--- src/rtl/game_state_mux_pkg.sv ---
// Shared definitions for the pong display pipeline source selector.
// Holds the screen geometry, the applied-mode encoding and the centred
// default coordinates used whenever remote data is stale.
package game_state_mux_pkg;

    localparam int HOR_PIXELS = 640;
    localparam int VER_PIXELS = 480;
    localparam int BALL_SIZE  = 16;
    localparam int PAD_HEIGHT = 80;

    typedef enum logic [1:0] {
        MODE_HOST   = 2'd0,
        MODE_LOCAL  = 2'd1,
        MODE_CLIENT = 2'd2
    } mux_mode_t;

    // Top-left coordinates that put the ball / paddle in the middle of the screen.
    localparam int BALL_X_CENTRE = (HOR_PIXELS - BALL_SIZE) / 2;
    localparam int BALL_Y_CENTRE = (VER_PIXELS - BALL_SIZE) / 2;
    localparam int PAD_Y_CENTRE  = (VER_PIXELS - PAD_HEIGHT) / 2;

endpackage

--- src/rtl/game_state_mux_if.sv ---
// Bundle of the frame strobe, role switches, local and remote coordinate
// sources and the committed outputs of game_state_mux.
//   master : drives frame_tick, sw, *_logic, uart_*; observes *_mux, mode_active, link_ok
//   slave  : the selector itself (reverse directions)
interface game_state_mux_if
    import game_state_mux_pkg::*;
#(
    parameter int X_W = 11,
    parameter int Y_W = 10
);
    logic            frame_tick;
    logic [1:0]      sw;
    logic [X_W-1:0]  x_ball_logic;
    logic [Y_W-1:0]  y_ball_logic;
    logic [Y_W-1:0]  y_player1_logic;
    logic [Y_W-1:0]  y_player2_logic;
    logic            uart_valid;
    logic [X_W-1:0]  x_ball_uart;
    logic [Y_W-1:0]  y_ball_uart;
    logic [Y_W-1:0]  y_pad_uart;
    logic [X_W-1:0]  x_ball_mux;
    logic [Y_W-1:0]  y_ball_mux;
    logic [Y_W-1:0]  y_player1_mux;
    logic [Y_W-1:0]  y_player2_mux;
    mux_mode_t       mode_active;
    logic            link_ok;

    modport master (
        output frame_tick, sw, x_ball_logic, y_ball_logic, y_player1_logic,
               y_player2_logic, uart_valid, x_ball_uart, y_ball_uart, y_pad_uart,
        input  x_ball_mux, y_ball_mux, y_player1_mux, y_player2_mux,
               mode_active, link_ok
    );

    modport slave (
        input  frame_tick, sw, x_ball_logic, y_ball_logic, y_player1_logic,
               y_player2_logic, uart_valid, x_ball_uart, y_ball_uart, y_pad_uart,
        output x_ball_mux, y_ball_mux, y_player1_mux, y_player2_mux,
               mode_active, link_ok
    );

endinterface

--- src/rtl/game_state_mux_link_watchdog.sv ---
// Link watchdog: counts frames since the last received UART frame.
//   clk, rst   : clock, synchronous active-high reset
//   frame_tick : one-cycle frame strobe, ages the link
//   rx_strobe  : one-cycle receive strobe, refreshes the link
//   link_ok    : freshness as it will stand after this cycle
//                (rx_age_d < TIMEOUT_FRAMES); the caller registers it
module link_watchdog #(
    parameter int TIMEOUT_FRAMES = 8
) (
    input  logic clk,
    input  logic rst,
    input  logic frame_tick,
    input  logic rx_strobe,
    output logic link_ok
);

    localparam int AW = $clog2(TIMEOUT_FRAMES + 1);
    localparam logic [AW-1:0] AGE_MAX = AW'(TIMEOUT_FRAMES);

    logic [AW-1:0] rx_age_q, rx_age_d;

    // A receive in the same cycle as a frame tick resets the age.
    always_comb begin
        rx_age_d = rx_age_q;
        if (rx_strobe) begin
            rx_age_d = '0;
        end else if (frame_tick && (rx_age_q != AGE_MAX)) begin
            rx_age_d = rx_age_q + 1'b1;
        end
    end

    always_ff @(posedge clk) begin
        if (rst) begin
            rx_age_q <= AGE_MAX;
        end else begin
            rx_age_q <= rx_age_d;
        end
    end

    // Exposed combinationally so a commit on a frame tick already sees the
    // post-tick freshness; the selector registers it for its own output.
    assign link_ok = (rx_age_d < AGE_MAX);

endmodule

--- src/rtl/game_state_mux.sv ---
// Frame-synchronous source selector for the pong draw stage.
// Picks ball/paddle coordinates from local logic or the UART shadow copy
// depending on the debounced board role, commits them only on frame_tick,
// and substitutes centred defaults for remote data when the link is stale.
//   clk, rst : clock, synchronous active-high reset
//   bus      : game_state_mux_if.slave (frame_tick, sw, local and UART
//              coordinates in; committed coordinates, mode_active, link_ok out)
module game_state_mux
    import game_state_mux_pkg::*;
#(
    parameter int X_W            = 11,
    parameter int Y_W            = 10,
    parameter int TIMEOUT_FRAMES = 8,
    parameter int DEB_FRAMES     = 2
) (
    input logic              clk,
    input logic              rst,
    game_state_mux_if.slave  bus
);

    localparam logic [X_W-1:0] X_CENTRE   = X_W'(BALL_X_CENTRE);
    localparam logic [Y_W-1:0] Y_CENTRE   = Y_W'(BALL_Y_CENTRE);
    localparam logic [Y_W-1:0] PAD_CENTRE = Y_W'(PAD_Y_CENTRE);

    localparam int CW = $clog2(DEB_FRAMES + 1);
    localparam logic [CW-1:0] DEB_MAX = CW'(DEB_FRAMES);

    // UART shadow copies
    logic [X_W-1:0] sh_x_q;
    logic [Y_W-1:0] sh_y_q, sh_pad_q;

    // Debounce and applied mode
    mux_mode_t      mode_dec;
    mux_mode_t      cand_q, cand_d;
    logic [CW-1:0]  cnt_q, cnt_d;
    mux_mode_t      mode_q, mode_d;

    // Committed outputs and their next values
    logic [X_W-1:0] x_q, x_d;
    logic [Y_W-1:0] y_q, y_d, p1_q, p1_d, p2_q, p2_d;
    logic           link_q;
    logic           link_fresh;

    link_watchdog #(
        .TIMEOUT_FRAMES (TIMEOUT_FRAMES)
    ) u_watchdog (
        .clk        (clk),
        .rst        (rst),
        .frame_tick (bus.frame_tick),
        .rx_strobe  (bus.uart_valid),
        .link_ok    (link_fresh)
    );

    // Role decode (sw[0] wins) and frame-tick debounce. The mode applied on a
    // tick is the post-debounce one, so the commit below uses mode_d.
    always_comb begin
        if (bus.sw[0]) begin
            mode_dec = MODE_CLIENT;
        end else if (bus.sw[1]) begin
            mode_dec = MODE_LOCAL;
        end else begin
            mode_dec = MODE_HOST;
        end

        cand_d = cand_q;
        cnt_d  = cnt_q;
        mode_d = mode_q;
        if (bus.frame_tick) begin
            if (mode_dec == cand_q) begin
                if (cnt_q != DEB_MAX) begin
                    cnt_d = cnt_q + 1'b1;
                end
            end else begin
                cand_d = mode_dec;
                cnt_d  = CW'(1);
            end
            if ((cnt_d == DEB_MAX) && (cand_d != mode_q)) begin
                mode_d = cand_d;
            end
        end
    end

    // Source selection; any shadow-sourced field falls back to its centre
    // value when the link is down.
    always_comb begin
        x_d  = bus.x_ball_logic;
        y_d  = bus.y_ball_logic;
        p1_d = bus.y_player1_logic;
        p2_d = bus.y_player2_logic;
        case (mode_d)
            MODE_HOST: begin
                p2_d = link_fresh ? sh_pad_q : PAD_CENTRE;
            end
            MODE_CLIENT: begin
                x_d  = link_fresh ? sh_x_q   : X_CENTRE;
                y_d  = link_fresh ? sh_y_q   : Y_CENTRE;
                p1_d = link_fresh ? sh_pad_q : PAD_CENTRE;
                p2_d = bus.y_player1_logic;
            end
            default: begin
            end
        endcase
    end

    always_ff @(posedge clk) begin
        if (rst) begin
            sh_x_q   <= X_CENTRE;
            sh_y_q   <= Y_CENTRE;
            sh_pad_q <= PAD_CENTRE;
            cand_q   <= MODE_LOCAL;
            cnt_q    <= '0;
            mode_q   <= MODE_LOCAL;
            x_q      <= X_CENTRE;
            y_q      <= Y_CENTRE;
            p1_q     <= PAD_CENTRE;
            p2_q     <= PAD_CENTRE;
            link_q   <= 1'b0;
        end else begin
            if (bus.uart_valid) begin
                sh_x_q   <= bus.x_ball_uart;
                sh_y_q   <= bus.y_ball_uart;
                sh_pad_q <= bus.y_pad_uart;
            end
            cand_q <= cand_d;
            cnt_q  <= cnt_d;
            mode_q <= mode_d;
            if (bus.frame_tick) begin
                x_q    <= x_d;
                y_q    <= y_d;
                p1_q   <= p1_d;
                p2_q   <= p2_d;
                link_q <= link_fresh;
            end
        end
    end

    assign bus.x_ball_mux    = x_q;
    assign bus.y_ball_mux    = y_q;
    assign bus.y_player1_mux = p1_q;
    assign bus.y_player2_mux = p2_q;
    assign bus.mode_active   = mode_q;
    assign bus.link_ok       = link_q;

endmodule

--- src/flat_wrapper.sv ---
// flat-port wrapper written by rule: the top's interface ports become plain ports
module game_state_mux_flat import game_state_mux_pkg::*;
#(
    parameter int X_W            = 11,
    parameter int Y_W            = 10,
    parameter int TIMEOUT_FRAMES = 8,
    parameter int DEB_FRAMES     = 2
)
  (clk, rst, bus_frame_tick, bus_sw, bus_x_ball_logic, bus_y_ball_logic, bus_y_player1_logic, bus_y_player2_logic, bus_uart_valid, bus_x_ball_uart, bus_y_ball_uart, bus_y_pad_uart, bus_x_ball_mux, bus_y_ball_mux, bus_y_player1_mux, bus_y_player2_mux, bus_mode_active, bus_link_ok);
  game_state_mux_if #(.X_W(X_W), .Y_W(Y_W)) bus_i ();
  input logic clk;
  input logic rst;
  input wire logic [$bits(bus_i.frame_tick)-1:0] bus_frame_tick;
  input wire logic [$bits(bus_i.sw)-1:0] bus_sw;
  input wire logic [$bits(bus_i.x_ball_logic)-1:0] bus_x_ball_logic;
  input wire logic [$bits(bus_i.y_ball_logic)-1:0] bus_y_ball_logic;
  input wire logic [$bits(bus_i.y_player1_logic)-1:0] bus_y_player1_logic;
  input wire logic [$bits(bus_i.y_player2_logic)-1:0] bus_y_player2_logic;
  input wire logic [$bits(bus_i.uart_valid)-1:0] bus_uart_valid;
  input wire logic [$bits(bus_i.x_ball_uart)-1:0] bus_x_ball_uart;
  input wire logic [$bits(bus_i.y_ball_uart)-1:0] bus_y_ball_uart;
  input wire logic [$bits(bus_i.y_pad_uart)-1:0] bus_y_pad_uart;
  output wire logic [$bits(bus_i.x_ball_mux)-1:0] bus_x_ball_mux;
  output wire logic [$bits(bus_i.y_ball_mux)-1:0] bus_y_ball_mux;
  output wire logic [$bits(bus_i.y_player1_mux)-1:0] bus_y_player1_mux;
  output wire logic [$bits(bus_i.y_player2_mux)-1:0] bus_y_player2_mux;
  output wire logic [$bits(bus_i.mode_active)-1:0] bus_mode_active;
  output wire logic [$bits(bus_i.link_ok)-1:0] bus_link_ok;
  assign bus_i.frame_tick = bus_frame_tick;
  assign bus_i.sw = bus_sw;
  assign bus_i.x_ball_logic = bus_x_ball_logic;
  assign bus_i.y_ball_logic = bus_y_ball_logic;
  assign bus_i.y_player1_logic = bus_y_player1_logic;
  assign bus_i.y_player2_logic = bus_y_player2_logic;
  assign bus_i.uart_valid = bus_uart_valid;
  assign bus_i.x_ball_uart = bus_x_ball_uart;
  assign bus_i.y_ball_uart = bus_y_ball_uart;
  assign bus_i.y_pad_uart = bus_y_pad_uart;
  assign bus_x_ball_mux = bus_i.x_ball_mux;
  assign bus_y_ball_mux = bus_i.y_ball_mux;
  assign bus_y_player1_mux = bus_i.y_player1_mux;
  assign bus_y_player2_mux = bus_i.y_player2_mux;
  assign bus_mode_active = bus_i.mode_active;
  assign bus_link_ok = bus_i.link_ok;
  game_state_mux #(.X_W(X_W), .Y_W(Y_W), .TIMEOUT_FRAMES(TIMEOUT_FRAMES), .DEB_FRAMES(DEB_FRAMES)) u_core (.clk(clk), .rst(rst), .bus(bus_i));
endmodule
--- config.mk ---
export PLATFORM = sky130hd
export DESIGN_NAME = game_state_mux_flat
export DESIGN_NICKNAME = d
export VERILOG_FILES = /design/src/rtl/game_state_mux_pkg.sv /design/src/rtl/game_state_mux_if.sv /design/src/rtl/game_state_mux_link_watchdog.sv /design/src/rtl/game_state_mux.sv /design/src/flat_wrapper.sv
export SDC_FILE = /design/constraint.sdc
export NUM_CORES = 1
export LEC_CHECK = 0
export CAP_MARGIN = 20
export CORE_ASPECT_RATIO = 1.75
export CORE_MARGIN = 1
export CORE_UTILIZATION = 48
export CTS_CLUSTER_SIZE = 40
export DETAILED_ROUTE_END_ITERATION = 6
export PLACE_DENSITY = 0.95
export SETUP_SLACK_MARGIN = 0.2
export SLEW_MARGIN = 0
export SYNTH_ARGS = -nofsm -noshare
export SYNTH_HDL_FRONTEND = slang
export SYNTH_SLANG_ARGS = --single-unit
--- constraint.sdc ---
create_clock -name clk -period 4.7 [get_ports clk]
set_input_delay 0.47 -clock clk [delete_from_list [all_inputs] [get_ports clk]]
set_output_delay 0.47 -clock clk [all_outputs]
set_load 0.02 [all_outputs]
==> Yosys cells after proc, flatten, opt, wreduce, memory -nomap -nowiden <==
Cells that the tools add are included.
{ "totals": {"reg_bits": 83, "output_inout_bits": 44, "inputBits": 78} }
{ "classes": {"order_cmp": 1, "mux": 18, "n_addsub": 2, "eq_ne": 6, "n_reduce_logical": 3} }
{ "ops": {"columns": ["cell", "count"], "rows": [
  ["10-bit two-way mux", 4],
  ["11-bit two-way mux", 2],
  ["10-bit case mux with 2 select lines", 1],
  ["2-bit two-way mux", 8],
  ["4-bit two-way mux", 2],
  ["4-bit by 1-bit adder with 4-bit output (second input constant)", 1],
  ["2-bit equality test (second input constant)", 2],
  ["4-bit less-than comparator (second input constant)", 1],
  ["4-bit inequality test (second input constant)", 1],
  ["2-bit by 1-bit adder with 2-bit output (second input constant)", 1],
  ["2-bit equality test", 1],
  ["1-bit logical AND", 2],
  ["2-bit zero test", 1],
  ["2-bit inequality test", 1],
  ["2-bit inequality test (second input constant)", 1],
  ["1-bit two-way mux", 1]
]} }

==> Logic depth before layout (Yosys ltp) <==
Gate-level depths: netlist of the first run.
{ "logic_depth": {"depth_word": 11, "mapped_depth": 9, "ltp_nobuf": 7} }

==> Cells and area by module <==
A second synthesis of the first run with hierarchy kept.
{ "unflattened": {"hier_cells": 435, "hier_area_um2": 3897.5} }
{ "by_module_without_submodules": {"columns": ["mod", "cells_per_inst", "area_each_um2", "seq_area_each_um2", "instances"], "rows": [
  ["game_state_mux", 409, 3681.0, 1581.5, 1],
  ["link_watchdog", 26, 216.5, 80.1, 1]
]} }

==> Least setup slack after synthesis of the first run <==
OpenSTA, ideal clock, no wires.
{ "synth_path": {"path_kind": "reg2reg", "start": "register u_core.cnt_q[0]", "end": "register u_core.x_q[3] (netlist: u_core.bus.x_ball_mux[3])", "stages_incl_launch_ff": 10, "path_slack_ns": 2.543, "setup_time_ns": 0.119, "arrival_time_ns": 2.038, "synth_period_minus_slack_ns": 2.157, "n_path_buf": 2, "path_cell_list": "dfxtp_1 inv_1 ha_1 nand3b_2 or3_4 a21o_1 buf_6 or2_0 buf_2 o221a_1"} }
{ "synth_via": {"elab_chain_cells": 10, "elab_cells_between_ends": 11} }
{ "synth_rtl": {"columns": ["element", "line_no", "text"], "rows": [
  ["from (decl)", "game_state_mux.sv:35", "logic [CW-1:0] cnt_q, cnt_d;"],
  ["from (signal assigned)", "game_state_mux.sv:125", "cnt_q <= cnt_d;"],
  ["2-bit by 1-bit adder with 2-bit output or 2-bit inequality test (tied branches)", "game_state_mux.sv:71, game_state_mux.sv:70", null],
  ["2-bit two-way mux (*)", "game_state_mux.sv:70", "if (cnt_q != DEB_MAX) begin"],
  ["2-bit two-way mux (*)", "game_state_mux.sv:69", "if (mode_dec == cand_q) begin"],
  ["2-bit two-way mux (*)", "game_state_mux.sv:68", "if (bus.frame_tick) begin"],
  ["2-bit equality test (*)", "game_state_mux.sv:77", "if ((cnt_d == DEB_MAX) && (cand_d != mode_q)) begin"],
  ["1-bit logical AND (*)", "game_state_mux.sv:77", null],
  ["2-bit two-way mux (*)", "game_state_mux.sv:77", null],
  ["2-bit two-way mux (*)", "game_state_mux.sv:68", null],
  ["2-bit equality test (*)", "game_state_mux.sv:90", "case (mode_d)"],
  ["11-bit two-way mux (*)", "game_state_mux.sv:90", null],
  ["to (signal assigned)", "game_state_mux.sv:113", "x_q <= X_CENTRE;"],
  ["to (signal assigned)", "game_state_mux.sv:128", "x_q <= x_d;"],
  ["to (decl)", "game_state_mux.sv:39", "logic [X_W-1:0] x_q, x_d;"]
]} }
Every way passes the cells marked *; elsewhere a longest branch is shown, timed or not. The select of a mux whose other input is x is not followed.
A chain may end at the register's enable or synchronous reset.

==> Final worst setup path of the first run <==
{ "layout_path": {"start": "input port bus_frame_tick", "end": "register u_core.p1_q[7] (netlist: u_core.bus.y_player1_mux[7])"} }
{ "layout_via": {"elab_chain_cells": 6, "elab_cells_between_ends": 8} }
{ "layout_rtl": {"columns": ["element", "line_no", "text"], "rows": [
  ["from (decl)", "flat_wrapper.sv:13", "input wire logic [$bits(bus_i.frame_tick)-1:0] bus_frame_tick;"],
  ["1-bit logical AND", "game_state_mux_link_watchdog.sv:27", "end else if (frame_tick && (rx_age_q != AGE_MAX)) begin"],
  ["4-bit two-way mux", "game_state_mux_link_watchdog.sv:27", null],
  ["4-bit two-way mux", "game_state_mux_link_watchdog.sv:25", "if (rx_strobe) begin"],
  ["4-bit less-than comparator", "game_state_mux_link_watchdog.sv:42", "assign link_ok = (rx_age_d < AGE_MAX);"],
  ["10-bit two-way mux", "game_state_mux.sv:97", "p1_d = link_fresh ? sh_pad_q : PAD_CENTRE;"],
  ["10-bit two-way mux", "game_state_mux.sv:90", null],
  ["to (signal assigned)", "game_state_mux.sv:130", "p1_q <= p1_d;"],
  ["to (decl)", "game_state_mux.sv:40", "logic [Y_W-1:0] y_q, y_d, p1_q, p1_d, p2_q, p2_d;"]
]} }
Parallel ways exist; a longest one is shown, timed or not.

==> results of run 1 <==
==> cells in the mapped netlist (all sizes together) <==
master / instances
a2111oi: 3
xnor2: 2
mux2: 1
a211oi: 2
o21ai: 3
o211ai: 3
nor3: 10
a221oi: 3
buf: 9
a311oi: 7
nand2b: 2
a221o: 20
a21o: 3
nand4bb: 1
mux2i: 30
a21oi: 9
and2: 20
nor2b: 2
o2bb2ai: 1
ha: 3
or2: 3
nand2: 17
nand3: 8
dfxtp: 83
nand4: 1
a211o: 3
a21boi: 1
a22oi: 7
nand3b: 3
nor2: 36
clkbuf: 14
or3: 12
nor3b: 1
o221a: 8
inv: 12
a22o: 1
xor2: 1
==> final cells by class <==
class / count / area [um^2] / area share [%]
Clock buffer: 10 / 229 / 4.64
Clock inverter: 5 / 55.1 / 1.12
Inverter: 12 / 45.0 / 0.913
Multi-Input combinational cell: 227 / 1610 / 32.5
Sequential cell: 83 / 1660 / 33.7
Tap cell: 84 / 105 / 2.13
Timing Repair Buffer: 125 / 1230 / 25.0
==> per-stage QoR <==
step                      hold slack (ns)  setup WS, ns  instance area (um^2)  utilization (%)  total power, mW
after floorplan                     0.443          2.54                  3410                -            0.894
after global placement              0.453          1.40                  4650             67.8             1.02
after detailed placement            0.461          1.26                  4650             67.8             1.03
after CTS                           0.479          1.62                  4930             71.9             1.70
after global routing                0.505          1.43                  4930             71.9             1.75
final                               0.478          1.59                  4930             71.9             1.69
==> flip-flops by register name, indices dropped and copies added (netlist names), 4 cells and up <==
name                        flops
u_core.bus.y_player2_mux       10
u_core.sh_pad_q                10
u_core.bus.y_player1_mux       10
u_core.sh_y_q                  10
u_core.u_watchdog.rx_age_q      4
u_core.sh_x_q                  11
u_core.bus.x_ball_mux          11
u_core.bus.y_ball_mux          10
==> worst paths after layout <==
check | endpoint | slack [ns] | cells after the start
max | u_core.bus.y_player1_mux[7]$_SDFFE_PP1P_ | 1.59 | 7
min | u_core.sh_x_q[8]$_SDFFE_PP1P_ | 0.48 | 2
max reg2reg | u_core.bus.y_player1_mux[7]$_SDFFE_PP1P_ | 1.92 | 7
min reg2reg | u_core.sh_x_q[8]$_SDFFE_PP1P_ | 0.48 | 2
==> cell usage in the layout, fill, tap and decap left out, types with 2 or more instances in the layout <==
cell             instances
clkdlybuf4s50_1        119
dfxtp_1                 83
nor2_1                  35
mux2i_1                 30
and2_1                  20
a221o_1                 20
nand2_1                 17
inv_1                   12
or3_1                   11
a21oi_1                  9
nor3_1                   9
clkbuf_16                9
o221a_1                  8
nand3_1                  8
a22oi_1                  7
a311oi_1                 7
buf_4                    4
a21o_1                   3
o211ai_1                 3
o21ai_0                  3
a2111oi_0                3
a211o_1                  3
a221oi_1                 3
ha_1                     3
nor2b_1                  2
nand3b_1                 2
a211oi_1                 2
nand2b_1                 2
xnor2_1                  2
or2_2                    2
clkinv_2                 2
clkinvlp_4               2
buf_2                    2
==> layer usage <==
metal	vias to the layer above	global-route usage (%)	part of all wire [%]
li1	1491	-	-
met3	19	5.00	5.7
met2	117	45.8	54
met5	-	0	0
met4	0	14.3	2.8
met1	1532	29.2	38
==> critical path, stage by stage <==
cell and delay, ns:
clkdlybuf4s50_1 0.46, buf_4 0.37, nand3b_2 0.18, or3_4 0.43, a21o_1 0.33, nor2_2 0.80, a221oi_1 0.22
==> logic make-up after synthesis <==
logic type / share of synthesized area [%]
and+or+nand+nor: 17.5
DFF: 48.8
AOI/OAI and AO/OA: 18.4
buffers and inverters: 4.22
muxes: 9.15
xor gates and xnor gates: 0.772
adders and majority gates: 1.10
==> power groups by stage <==
stage               Combinational (mW)  Sequential (mW)  Clock [mW]
floorplan                       0.0881            0.806           0
global placement                 0.241            0.783           0
detailed placement               0.248            0.784           0
CTS                              0.249            0.770       0.679
global route                     0.265            0.775       0.713
finish                           0.249            0.771       0.674
==> metrics.cfg, run 1 <==
[run_status]
outcome = completed

[clock_network]
root_buffer = clkbuf_16
clkLatencyLatePin_ns = 0.33
postCtsSetupBuffers = 0
cts-buffers-inserted = 9
post_cts_resize_count = 0
cts_tree = yes
path_clk_slew_ns = 0.06
htreeDepth = 3
hold_buffers = 0
clock_sinks = 83
cts_buffer_depth = 2

[timing]
hold_viol_final = 0
slew_headroom_pct = 31.6
setup_violations = 0
rsz0062_at_grt = false
fmax_ghz = 0.322
finClkSkew_ns = 0.00646
drv_slew = 0
final.min_clock_period_ns = 3.11
fin_tns_setup_ns = 0
fin_crit_sh_pct = 66.1
worst_slew_pin_slew_ns = 1.02

[routing]
drc = 0
drt_iter0_drc = 236
first_pass_iters = 5
drtAntennaViolNets = 0
wire_per_inst_um = 17.6
vias_per_cell = 5.79
drt-total-wl_mm = 9.63
vias = 3159

[layout]
diodes = 0
layout-drive-gt1-share_pct = 6.06
final_net_count = 539
area_growth_pct = 44.8
finalNonFillerCells = 546
num-fill-cells = 477

[grt]
antenna_found_initial = 0
grt_usage_pct = 26.3
grt-ovfl-total = 0
grt_pass1_wl_mm = 15.0
grt_max_degree = 53
grt_pass1_vias = 3119

[die]
fp.coreArea_um2 = 6860
start_util_pct = 49.7
rows = 40
io_pins = 122
die_x_um = 65.7
dieArea_um2 = 7450
die_h_um = 113

[worst_setup_path]
path_class = in2reg
crit_fanout = 42
r2r_start = u_core.cnt_q[0]$_SDFFE_PP0P_
crit_start = bus_frame_tick
cp-start-kind = input port
cp.arrival_ns = 3.28
cp.required_ns = 4.87
endpoint_kind = register

[power]
seqPwrFrac_pct = 45.5
p_sw_share_pct = 23.9
internal-power_mw = 1.29
switchingPower_uw = 404
vdd_drop_max_mv = 0.215
clkPwrFrac_pct = 39.8
p_leak_nw = 1.96
comb_power_share_pct = 14.7
p_per_area_nw_per_um2 = 343

[synthesis]
synth_top_cell_area_share_pct = 48.8
yosys_warnings = 0
synth-seq-area-share_pct = 48.8
ys_ff_latch = 83
synthTopCellsByArea = dfxtp_1, mux2i_1, a221o_1
synth_nets = 426
yosysTopAreaCell = dfxtp_1
syn_inst = 345
syn_area_um2 = 3410
ys_types = 44
avgSynthCellArea_um2 = 9.87

[placement]
place_congestion = 0.944
dp_hpwl_mm = 6.76
dp.cells = 531
numPortBuffers = 121

[worst_hold_path]
min_path_type = reg2reg
hold_path.startpoint = u_core.sh_x_q[8]$_SDFFE_PP1P_

[job]
maxCapViolCount = 0

Power figures use the tool's default switching activity.
==> inputs of run 2 (changes only) <==
- CORE_UTILIZATION: 48 -> 40
- PLACE_DENSITY: 0.95 -> 0.87
- clock period: 4.7 -> 2.74 ns (I/O delays scaled with it)
==> metrics.cfg, run 2 (synthesis gave the netlist of run 1 again) <==
[layout]
mostFrequentLayoutCells = clkdlybuf4s50_1, dfxtp_1, nor2_1
layout-drive-gt1-share_pct = 7.26  ; +1.2 points
final_common_cell = clkdlybuf4s50_1
diodes = 0  ; unchanged
num-fill-cells = 690  ; +45%
area_growth_pct = 47.5
final_net_count = 544  ; +0.93%

[grt]
top_usage_layer = met2
met1_usage_pct = 24.1  ; -5.1 points
grt_pass1_vias = 3165  ; +1.5%
grt_max_degree = 41  ; -23%
grtUsageMet2_pct = 39.9  ; -5.9 points
grt-ovfl-total = 0  ; unchanged
use_met3_pct = 5.02  ; +0.016 points
grt_usage_pct = 22.6  ; -3.7 points
grt_pass1_wl_mm = 15.3  ; +1.5%
antenna_found_initial = 0  ; unchanged

[clock_network]
htreeDepth = 3  ; unchanged
cts_buffer_depth = 2  ; unchanged
post_cts_resize_count = 0  ; unchanged
cts-buffers-inserted = 9  ; unchanged
clock_sinks = 83  ; unchanged
postCtsSetupBuffers = 0  ; unchanged
clkLatencyLatePin_ns = 0.34  ; about the same
path_clk_slew_ns = 0.06  ; about the same
hold_buffers = 0  ; unchanged
cts_tree = yes
root_buffer = clkbuf_16

[die]
die_h_um = 124  ; +9.4%
rows = 44  ; +10%
fp.coreArea_um2 = 8260  ; +20%
die_x_um = 71.8  ; +9.3%
io_pins = 122  ; unchanged
dieArea_um2 = 8900  ; +19%
start_util_pct = 41.2  ; -8.4 points

[routing]
drc = 0  ; unchanged
wire_per_inst_um = 17.6  ; about the same
drt-total-wl_mm = 9.88  ; +2.6%
vias_per_cell = 5.60  ; -3.1%
drtAntennaViolNets = 0  ; unchanged
first_pass_iters = 4  ; -1
drt_iter0_drc = 169  ; -28%
vias = 3138  ; -0.66%

[worst_setup_path]
r2r_slack_ns = 0.40  ; -1.52 ns
cp-start-kind = register
reg2reg_to = u_core.bus.x_ball_mux[2]$_SDFFE_PP0P_
reg2regPathDepth = 8  ; +1
crit_fanout = 23  ; -45%
path_class = reg2reg
r2r_start = u_core.cnt_q[0]$_SDFFE_PP0P_
cp.required_ns = 2.96  ; -1.91 ns
cp.arrival_ns = 2.57  ; -0.71 ns
endpoint_kind = register

[power]
p_per_area_nw_per_um2 = 611  ; +78%
vdd_drop_max_mv = 0.372  ; +73%
p_leak_nw = 2.01  ; +2.5%

[timing]
fin_hold_ws_ns = 0.372  ; -0.106 ns
fin_tns_setup_ns = 0  ; unchanged
fin_crit_sh_pct = 85.5
slew_headroom_pct = 65.8  ; +34 points
fmax_ghz = 0.427
finClkSkew_ns = 0.00820  ; +0.00174 ns
worst_slew_pin_slew_ns = 0.508  ; -0.515 ns
rsz0062_at_grt = false
setup_violations = 0  ; unchanged
final.min_clock_period_ns = 2.34
hold_viol_final = 0  ; unchanged
drv_slew = 0  ; unchanged

[worst_hold_path]
worst_hold_path.endpoint = u_core.sh_pad_q[3]$_SDFFE_PP1P_
holdPathStages = 3  ; +1
min_path_type = in2reg
hold_path.startpoint = bus_uart_valid

[placement]
numPortBuffers = 121  ; unchanged
dp_hpwl_mm = 7.13  ; +5.5%
place_congestion = 0.860  ; -8.9%

[run_status]
outcome = completed

[job]
maxCapViolCount = 0  ; unchanged

run 2: stage by stage:
step	instance area [um^2]	instances	utilization [%]	setup WS (ns)	total power, mW
2_1_floorplan	3410	345	-	0.583	1.53
3_3_place_gp	4690	543	56.8	0.296	1.76
3_5_place_dp	4690	543	56.8	0.246	1.77
4_1_cts	5020	559	60.8	0.394	3.08
5_1_grt	5020	560	60.8	0.311	3.17
6_report	5020	560	60.8	0.397	3.07
run 2: report_power, final:
part,leakage [nW],switching [mW],internal [mW]
combinational,1.17,0.190,0.238
clock,0.159,0.471,0.846
sequential,0.686,0.0457,1.28
run 2: worst max-delay path: stages (launching register included):
cell and delay (ns):
dfxtp_1 0.34, inv_1 0.05, ha_1 0.21, nand3b_2 0.25
or3_4 0.42, a21o_1 0.24, nor3b_2 0.16, buf_4 0.23
a221o_1 0.32
run 2: metal layers:
metal | share of wire [%] | vias to the layer above
met5 | 0 | -
met4 | 3.9 | 0
met3 | 5.5 | 29
met2 | 52 | 116
met1 | 38 | 1500
li1 | - | 1493
run 2: worst max-delay path by stage:
| stage | slack [ns] | to | startpoint | cells after the start |
|---|---|---|---|---|
| finish | 0.40 | u_core.bus.x_ball_mux[2]$_SDFFE_PP0P_ | u_core.cnt_q[0]$_SDFFE_PP0P_ | 8 |
| global route | 0.31 | u_core.bus.y_player1_mux[1]$_SDFFE_PP0P_ | u_core.cnt_q[0]$_SDFFE_PP0P_ | 8 |
| CTS | 0.39 | u_core.bus.y_player1_mux[0]$_SDFFE_PP0P_ | u_core.cnt_q[0]$_SDFFE_PP0P_ | 8 |
| global placement | 0.30 | u_core.bus.x_ball_mux[7]$_SDFFE_PP0P_ | bus_frame_tick | 7 |
| floorplan | 0.58 | u_core.bus.x_ball_mux[3]$_SDFFE_PP1P_ | u_core.cnt_q[0]$_SDFFE_PP0P_ | 9 |
| detailed placement | 0.25 | u_core.bus.x_ball_mux[2]$_SDFFE_PP0P_ | bus_frame_tick | 7 |
run 2: cell type report:
cell class / count / area (um^2) / area share [%]
Sequential cell: 83 / 1660 / 33.1
Inverter: 12 / 45.0 / 0.896
Tap cell: 92 / 115 / 2.29
Clock buffer: 12 / 256 / 5.10
Timing Repair Buffer: 130 / 1270 / 25.2
Clock inverter: 4 / 72.6 / 1.44
Multi-Input combinational cell: 227 / 1610 / 31.9
